`src/rtl/serial_add_ctrl.sv`:
```
// rtl/serial_add_ctrl.sv - bit-serial adder: one full-adder cell reused LSB first under a ready/valid FSM

module fa (
  input  logic x,
  input  logic y,
  input  logic cin,
  output logic sum,
  output logic cout
);
  assign sum  = x ^ y ^ cin;
  assign cout = (x & y) | (cin & (x ^ y));
endmodule

module serial_add_ctrl #(
  parameter int WIDTH = 8
) (
  input  logic             clock,
  input  logic             reset_n,
  input  logic             in_valid,
  output logic             in_ready,
  input  logic [WIDTH-1:0] a_in,
  input  logic [WIDTH-1:0] b_in,
  input  logic             cin,
  output logic             out_valid,
  input  logic             out_ready,
  output logic [WIDTH-1:0] sum_out,
  output logic             cout_out,
  output logic             busy
);
  localparam int CW = $clog2(WIDTH) + 1;

  typedef enum logic [1:0] {
    IDLE = 2'd0,
    RUN  = 2'd1,
    DONE = 2'd2
  } state_t;

  state_t           state_q, state_d;
  logic [WIDTH-1:0] a_q, a_d;
  logic [WIDTH-1:0] b_q, b_d;
  logic [WIDTH-1:0] res_q, res_d;
  logic             carry_q, carry_d;
  logic [CW-1:0]    cnt_q, cnt_d;
  logic             fa_sum, fa_cout;

  fa u_fa (
    .x    (a_q[0]),
    .y    (b_q[0]),
    .cin  (carry_q),
    .sum  (fa_sum),
    .cout (fa_cout)
  );

  always_ff @(posedge clock or negedge reset_n) begin
    if (!reset_n) begin
      state_q <= IDLE;
      a_q     <= '0;
      b_q     <= '0;
      res_q   <= '0;
      carry_q <= 1'b0;
      cnt_q   <= '0;
    end else begin
      state_q <= state_d;
      a_q     <= a_d;
      b_q     <= b_d;
      res_q   <= res_d;
      carry_q <= carry_d;
      cnt_q   <= cnt_d;
    end
  end

  always_comb begin
    state_d = state_q;
    a_d     = a_q;
    b_d     = b_q;
    res_d   = res_q;
    carry_d = carry_q;
    cnt_d   = cnt_q;
    case (state_q)
      IDLE: begin
        if (in_valid) begin
          a_d     = a_in;
          b_d     = b_in;
          carry_d = cin;
          cnt_d   = '0;
          state_d = RUN;
        end
      end
      RUN: begin
        // Sum bits enter at the MSB so after WIDTH shifts bit 0 lands at position 0.
        a_d     = {1'b0, a_q[WIDTH-1:1]};
        b_d     = {1'b0, b_q[WIDTH-1:1]};
        res_d   = {fa_sum, res_q[WIDTH-1:1]};
        carry_d = fa_cout;
        cnt_d   = cnt_q + CW'(1);
        if (cnt_q == CW'(WIDTH - 1)) begin
          state_d = DONE;
        end
      end
      DONE: begin
        if (out_ready) begin
          state_d = IDLE;
        end
      end
      default: state_d = IDLE;
    endcase
  end

  assign in_ready  = (state_q == IDLE);
  assign out_valid = (state_q == DONE);
  assign busy      = (state_q == RUN);
  assign sum_out   = out_valid ? res_q : '0;
  assign cout_out  = out_valid ? carry_q : 1'b0;

endmodule

```
`config.mk`:
```
export PLATFORM = sky130hd
export DESIGN_NAME = serial_add_ctrl
export DESIGN_NICKNAME = d
export VERILOG_FILES = /design/src/rtl/serial_add_ctrl.sv
export SDC_FILE = /design/constraint.sdc
export NUM_CORES = 1
export LEC_CHECK = 0
export CORE_AREA = 2 2 62 64
export CTS_BUF_LIST = sky130_fd_sc_hd__clkbuf_8 sky130_fd_sc_hd__clkbuf_16
export DETAILED_ROUTE_END_ITERATION = 8
export DIE_AREA = 0 0 64 66
export PLACE_DENSITY = 0.73
export SYNTH_ARGS = -nofsm -noshare
export SYNTH_HDL_FRONTEND = slang
export SYNTH_SLANG_ARGS = --single-unit
```
`constraint.sdc`:
```
create_clock -name clock -period 1.45 [get_ports clock]
set_input_delay 0.2175 -clock clock [delete_from_list [all_inputs] [get_ports clock]]
set_output_delay 0.2175 -clock clock [all_outputs]
set_load 0.05 [all_outputs]
```
==> results.yml, run 1 <==
run_status:
  outcome: "finished, violations left"
  failed_checks: "setup timing"
global_routing:
  track_usage_pct: 17.35
  grt_max_degree: 32
  antenna_found_initial: 0
  grt_pass1_vias: 1223
  grt_pass1_wl_um: 5520
  overflow: 0
yosys:
  ys_ff_latch: 31
  async_flop_share_pct: 100.0
  synth_edf_count: 0
  ys_seq_area_share_pct: 54.63
  synth_warnings: 0
  syn_nets: 166
  synth.distinct_cells: 27
  synth_area_per_cell_um2: 9.931
  synth.cell_area_um2: 1420
  synth-main-ff-cell: "dfrtp_1"
  synthCells: 143
timing:
  fmax_mhz: 680.3
  fin_ws_ns: -0.01989
  fin_tns_setup_ns: -0.1085
  finClkSkew_ns: 0.007890
  period_share_pct: 101.4
  finalHoldViolCount: 0
  worst_pin_slew_ns: 0.3911
  slew_viol_final: 0
  setup_viol: 9
  rsz0062_at_grt: "yes"
  relSlewSlack_pct: 73.93
  fin_crit_ns: 1.470
critical_path:
  cp.arrival_ns: 1.25
  end_kind: "output pin"
  crit_path_start_kind: "flip-flop"
  path_max_fanout: 6
  required_ns: 1.23
  rrSetupSlack_ns: 0.04
  crit_type: "reg2out"
finish:
  diodes: 0
  final_cell_mix: "40 x nand2_1, 29 x dfrtp_1, 20 x clkdlybuf4s50_1, 16 x o21ai_0, 15 x a22oi_1"
  drive_above_1_share_pct: 28.35
  syn_to_final_growth_pct: 53.57
  layout_commonest_cell: "nand2_1"
  nets: 216
clocking:
  cts_tree: "built"
  clk_latency_ns: 0.28
  clk_pin_slew_ns: 0.07
  clock-sinks: 31
  cts_made_buffers: 5
  clk_path_buf_depth: 2
  h-tree-depth: 2
  clockRootBuffer: "clkbuf_8"
  cts-hold-fix-buffers: 0
die:
  initial_core_util_pct: 39.99
  rows: 22
  ioPinCount: 33
  die-area_um2: 4224
  die_h_um: 66
  core_um2: 3551
  fp.dieW_um: 64
power_and_ir_drop:
  ir_worst_vdd_uv: 986.5
  p_per_area_nw_per_um2: 1595
  leakagePower_uw: 0.0009772
routing:
  final_antenna_net_count: 0
  route.detailed.drc: 0
  vias: 1230
  vias_per_cell: 5.083
  drt_iter0_markers: 26
  wirelength_um: 3390
  post_drt_wl_per_cell_um: 14.01
  dr.pass1.iters: 4
job:
  drv_cap: 0
worst_hold_path:
  min_path_type: "in2async"
placement:
  dp.final_hpwl_um: 2257
  dp_slack_ns: -0.03400
  port_buffers: 32
  globalplace.congestion: 0.7949
sequential cells by signal, summed over array words and instances, names as in the netlist:
| name | count |
|---|---|
| cnt_q | 4 |
| state_q | 2 |
| res_q | 8 |
| a_q | 8 |
| carry_q | 1 |
| b_q | 8 |
logic make-up after synthesis:
family	after synthesis	synth area share (%)
compound gates	39	18.06
fa+ha+maj	2	2.291
buf+inv	11	4.757
flops	31	54.63
mux	1	0.7049
simple gates	59	19.56
area by class of cell:
cell class | count | area (um2)
inverter | 2 | 10.01
timing repair buffer | 51 | 616.8
clock inverter | 3 | 12.51
sequential | 31 | 778.2
multi-input combinational | 102 | 634.4
clock buffer | 5 | 68.82
tap | 48 | 60.06
fill | 287 | 1370
power breakdown:
part | switching, uW | internal, uW
combinational | 714 | 717
sequential | 242 | 1180
clock | 303 | 322
Yosys cell counts, drive strengths merged, types with 2 or more instances:
master | count | area share [%]
o21ai | 16 | 5.6
nand2 | 40 | 11
dfrtp | 31 | 55
nor2b | 3 | 1.8
a32o | 2 | 1.4
a22o | 2 | 1.2
a22oi | 15 | 7.9
clkbuf | 2 | 0.53
buf | 7 | 3.7
and2 | 10 | 4.4
nand2b | 2 | 0.88
critical path: stages, from the launching register on:
cell	delay, ns
dfrtp_2	0.47
nor2b_4	0.18
and2_2	0.19
buf_12	0.13
metrics by stage:
step           total power (uW)  hold slack (ns)  cells  area (um2)  utilization [%]
3_5_place_dp               2661           0.4714    225        1969            55.46
4_1_cts                    3433           0.3554    239        2145            60.39
3_3_place_gp               2579           0.4522    225        1969            55.46
2_1_floorplan              2175         -0.07809    143        1438                -
5_1_grt                    3710           0.3884    242        2181            61.42
6_report                   3478           0.3424    242        2181            61.42
per-layer routing:
layer	GRT usage [%]	vias to the layer above	routed length (um)
met4	4.891	0	30
met5	0	-	0
met2	32.55	44	1744
met3	4.940	3	197
met1	18.94	592	1418
li1	-	591	-
final timing paths:
kind                       startpoint          to  cells after the start
max                        state_q[0]  sum_out[7]                      3
min                           reset_n  state_q[1]                      2
max reg2reg                state_q[0]    cnt_q[3]                      6
min reg2reg                    a_q[4]      a_q[4]                      2
max in group asynchronous     reset_n  state_q[0]                      2
min in group clock             a_q[4]      a_q[4]                      2
timing repair:
item                       4_1_cts  5_1_grt
hold endpoints to repair         0        0
cloned                           1        1
setup buffers                    6        2
setup endpoints to repair       11       21
pin swaps                        2        2
resized for setup               15        6
No activity file was read; power rests on OpenSTA's default activity.
==> run 2, diff against run 1 <==
Settings changed: HOLD_SLACK_MARGIN from default to 0.02.
==> results of run 2 <==
Final layout, timing and power as in run 1 (identical DEF).
==> run 3, diff against run 2 <==
Settings changed: CORE_AREA 2 2 62 64 to 2 2 65 67, DIE_AREA 0 0 64 66 to 0 0 67 69, PLACE_DENSITY 0.73 to 0.72, SKIP_CTS_REPAIR_TIMING from default to 1, SYNTH_HIERARCHICAL from default to 1.
==> results.yml, run 3 <==
critical_path:
  timing.rr.end: "cnt_q[3]"
  crit_chain: "nor2b_4, buf_6, and2_4, buf_12"
  path_max_fanout: 5
  r2r_start: "state_q[1]"
  rrSetupSlack_ns: 0.11
  slowest_stage: "dfrtp_2"
  crit_buf_inv: 2
  cp.arrival_ns: 1.31
  worstSetupStartpoint: "state_q[0]"
  required_ns: 1.23
  rr_worst_depth: 5
  crit_path_start_kind: "flip-flop"
  crit_type: "reg2out"
  critPathMaxStageDelay_ns: 0.44
  path_delay_family: "flip-flops"
  end_kind: "output pin"
global_routing:
  grt_pass1_vias: 1163
  track_usage_pct: 15.75
  antenna_found_initial: 0
  grt_pass1_wl_um: 5526
  grt_max_degree: 38
  overflow: 0
die:
  ioPinCount: 33
  die_h_um: 69
  core_um2: 3914
  die-area_um2: 4623
  initial_core_util_pct: 39.67
  fp.dieW_um: 67
  rows: 23
clocking:
  clockRootBuffer: "clkbuf_8"
  clk_pin_slew_ns: 0.06
  h-tree-depth: 2
  clk_path_buf_depth: 2
  clk_latency_ns: 0.28
  clock-sinks: 31
  cts_made_buffers: 5
  cts_tree: "built"
routing:
  route.met2.wl_um: 1637
  final_antenna_net_count: 0
  drt-met1-wl_um: 1431
  route.detailed.drc: 0
  drt_iter0_markers: 93
  top_layer_used: "met4"
  vias: 1267
  vias_per_cell: 4.911
  post_drt_wl_per_cell_um: 12.75
  dr.pass1.iters: 4
  route.met3.wl_um: 166
  wirelength_um: 3289
timing:
  fin_tns_setup_ns: -0.6529
  worst_pin_slew_ns: 0.2029
  finClkSkew_ns: 0.007150
  rsz0062_at_grt: "yes"
  finalHoldViolCount: 0
  setup_viol: 10
  fin_crit_ns: 1.523
  fmax_mhz: 656.6
  slew_viol_final: 0
  holdWs_ns: 0.3048
  fin_ws_ns: -0.07293
  relSlewSlack_pct: 86.36
  period_share_pct: 105.0
power_and_ir_drop:
  comb_power_share_pct: 41.0
  net-switching-power_uw: 1284
  switching_share_pct: 36.33
  seqPwrFrac_pct: 41.1
  ir_worst_vdd_uv: 686.7
  p_per_area_nw_per_um2: 1559
  leakagePower_uw: 0.001078
  clkPwrFrac_pct: 17.9
  intPower_uw: 2249
yosys:
  synth_area_leaders: "dfrtp_1 50%, nand2_1 10%, and3b_1 7.3%"
  synth.distinct_cells: 28
  synth.cell_area_um2: 1553
  synth-main-ff-cell: "dfrtp_1"
  synth_top_area_share_pct: 49.96
  synth_common_cells: "42 x nand2_1, 31 x dfrtp_1, 15 x a21oi_1"
  synthCells: 164
  synth_most_common_cell: "nand2_1"
  async_flop_share_pct: 100.0
  synth_edf_count: 0
  syn_nets: 187
  synth_area_per_cell_um2: 9.468
  ys_seq_area_share_pct: 49.96
  ys_ff_latch: 31
  yosys.area.top_type: "dfrtp_1"
  synth_warnings: 6
finish:
  final_cell_mix: "42 x nand2_1, 30 x dfrtp_1, 20 x clkdlybuf4s50_1, 15 x a21oi_1, 14 x buf_12"
  nets: 230
  drive_above_1_share_pct: 23.56
  layout_commonest_cell: "nand2_1"
  diodes: 0
  syn_to_final_growth_pct: 45.93
  final_area_um2: 2266
  largestRegisters: "a_q x8, b_q x8, res_q x8"
  nFillCells: 351
  layout.cells.non_filler: 258
job:
  drv_cap: 0
placement:
  dp.cells: 245
  place_area_um2: 2083
  globalplace.congestion: 0.7485
  dp_slack_ns: -0.04908
  port_buffers: 32
  dp.final_hpwl_um: 2197
run_status:
  outcome: "finished, violations left"
  failed_checks: "setup timing"
worst_hold_path:
  min_path_type: "in2async"
## run 3: worst register-to-register path: stages (launching register included)
cell and delay, ns:
dfrtp_1 0.40, buf_4 0.19, o21bai_2 0.21, buf_4 0.16
a22oi_2 0.17, o31ai_1 0.09
## run 3: metrics by stage
step / power, uW / utilization [%]
2_1_floorplan: 2361 / -
3_3_place_gp: 2734 / 53.23
3_5_place_dp: 2784 / 53.23
4_1_cts: 3428 / 55.31
5_1_grt: 3831 / 57.90
6_report: 3533 / 57.90
## run 3: logic make-up after synthesis
family                     Yosys count  synth area share, %
AOI/OAI and AO/OA                   41                15.15
adders and majority gates            2                2.095
buffers and inverters               13                6.043
DFF                                 31                49.96
muxes                                1               0.6447
and+or+nand+nor                     76                26.11
## run 3: how the worst max path moves through the flow
stage / endpoint / cells after the start
final: sum_out[6] / 4
after global routing: sum_out[5] / 4
after CTS: sum_out[5] / 4
after detailed placement: a_q[7] / 5
after global placement: a_q[7] / 5
after floorplan: in_ready / 4
## run 3: area by class of cell
cell class / count / area, um2 / share of cell area [%]
inverters: 2 / 12.51 / 0.5522
flip-flops and latches: 31 / 777.0 / 34.29
multi-input cells: 120 / 725.7 / 32.03
clock buffers: 5 / 68.82 / 3.037
repair buffers: 47 / 606.8 / 26.78
well taps: 50 / 62.56 / 2.761
clock inverters: 3 / 12.51 / 0.5522
## run 3: metal layers
| metal | vias to the layer above | track usage, % |
|---|---|---|
| met5 | - | 0 |
| met1 | 596 | 21.41 |
| met2 | 32 | 23.10 |
| met3 | 6 | 5.057 |
| met4 | 0 | 6.122 |
| li1 | 633 | - |
## run 3: power groups by stage
stage / logic [uW] / registers [uW] / clock network [uW]
2_1_floorplan: 972 / 1390 / 0
3_3_place_gp: 1290 / 1440 / 0
3_5_place_dp: 1330 / 1460 / 0
4_1_cts: 1330 / 1440 / 656
5_1_grt: 1640 / 1490 / 696
6_report: 1450 / 1450 / 634
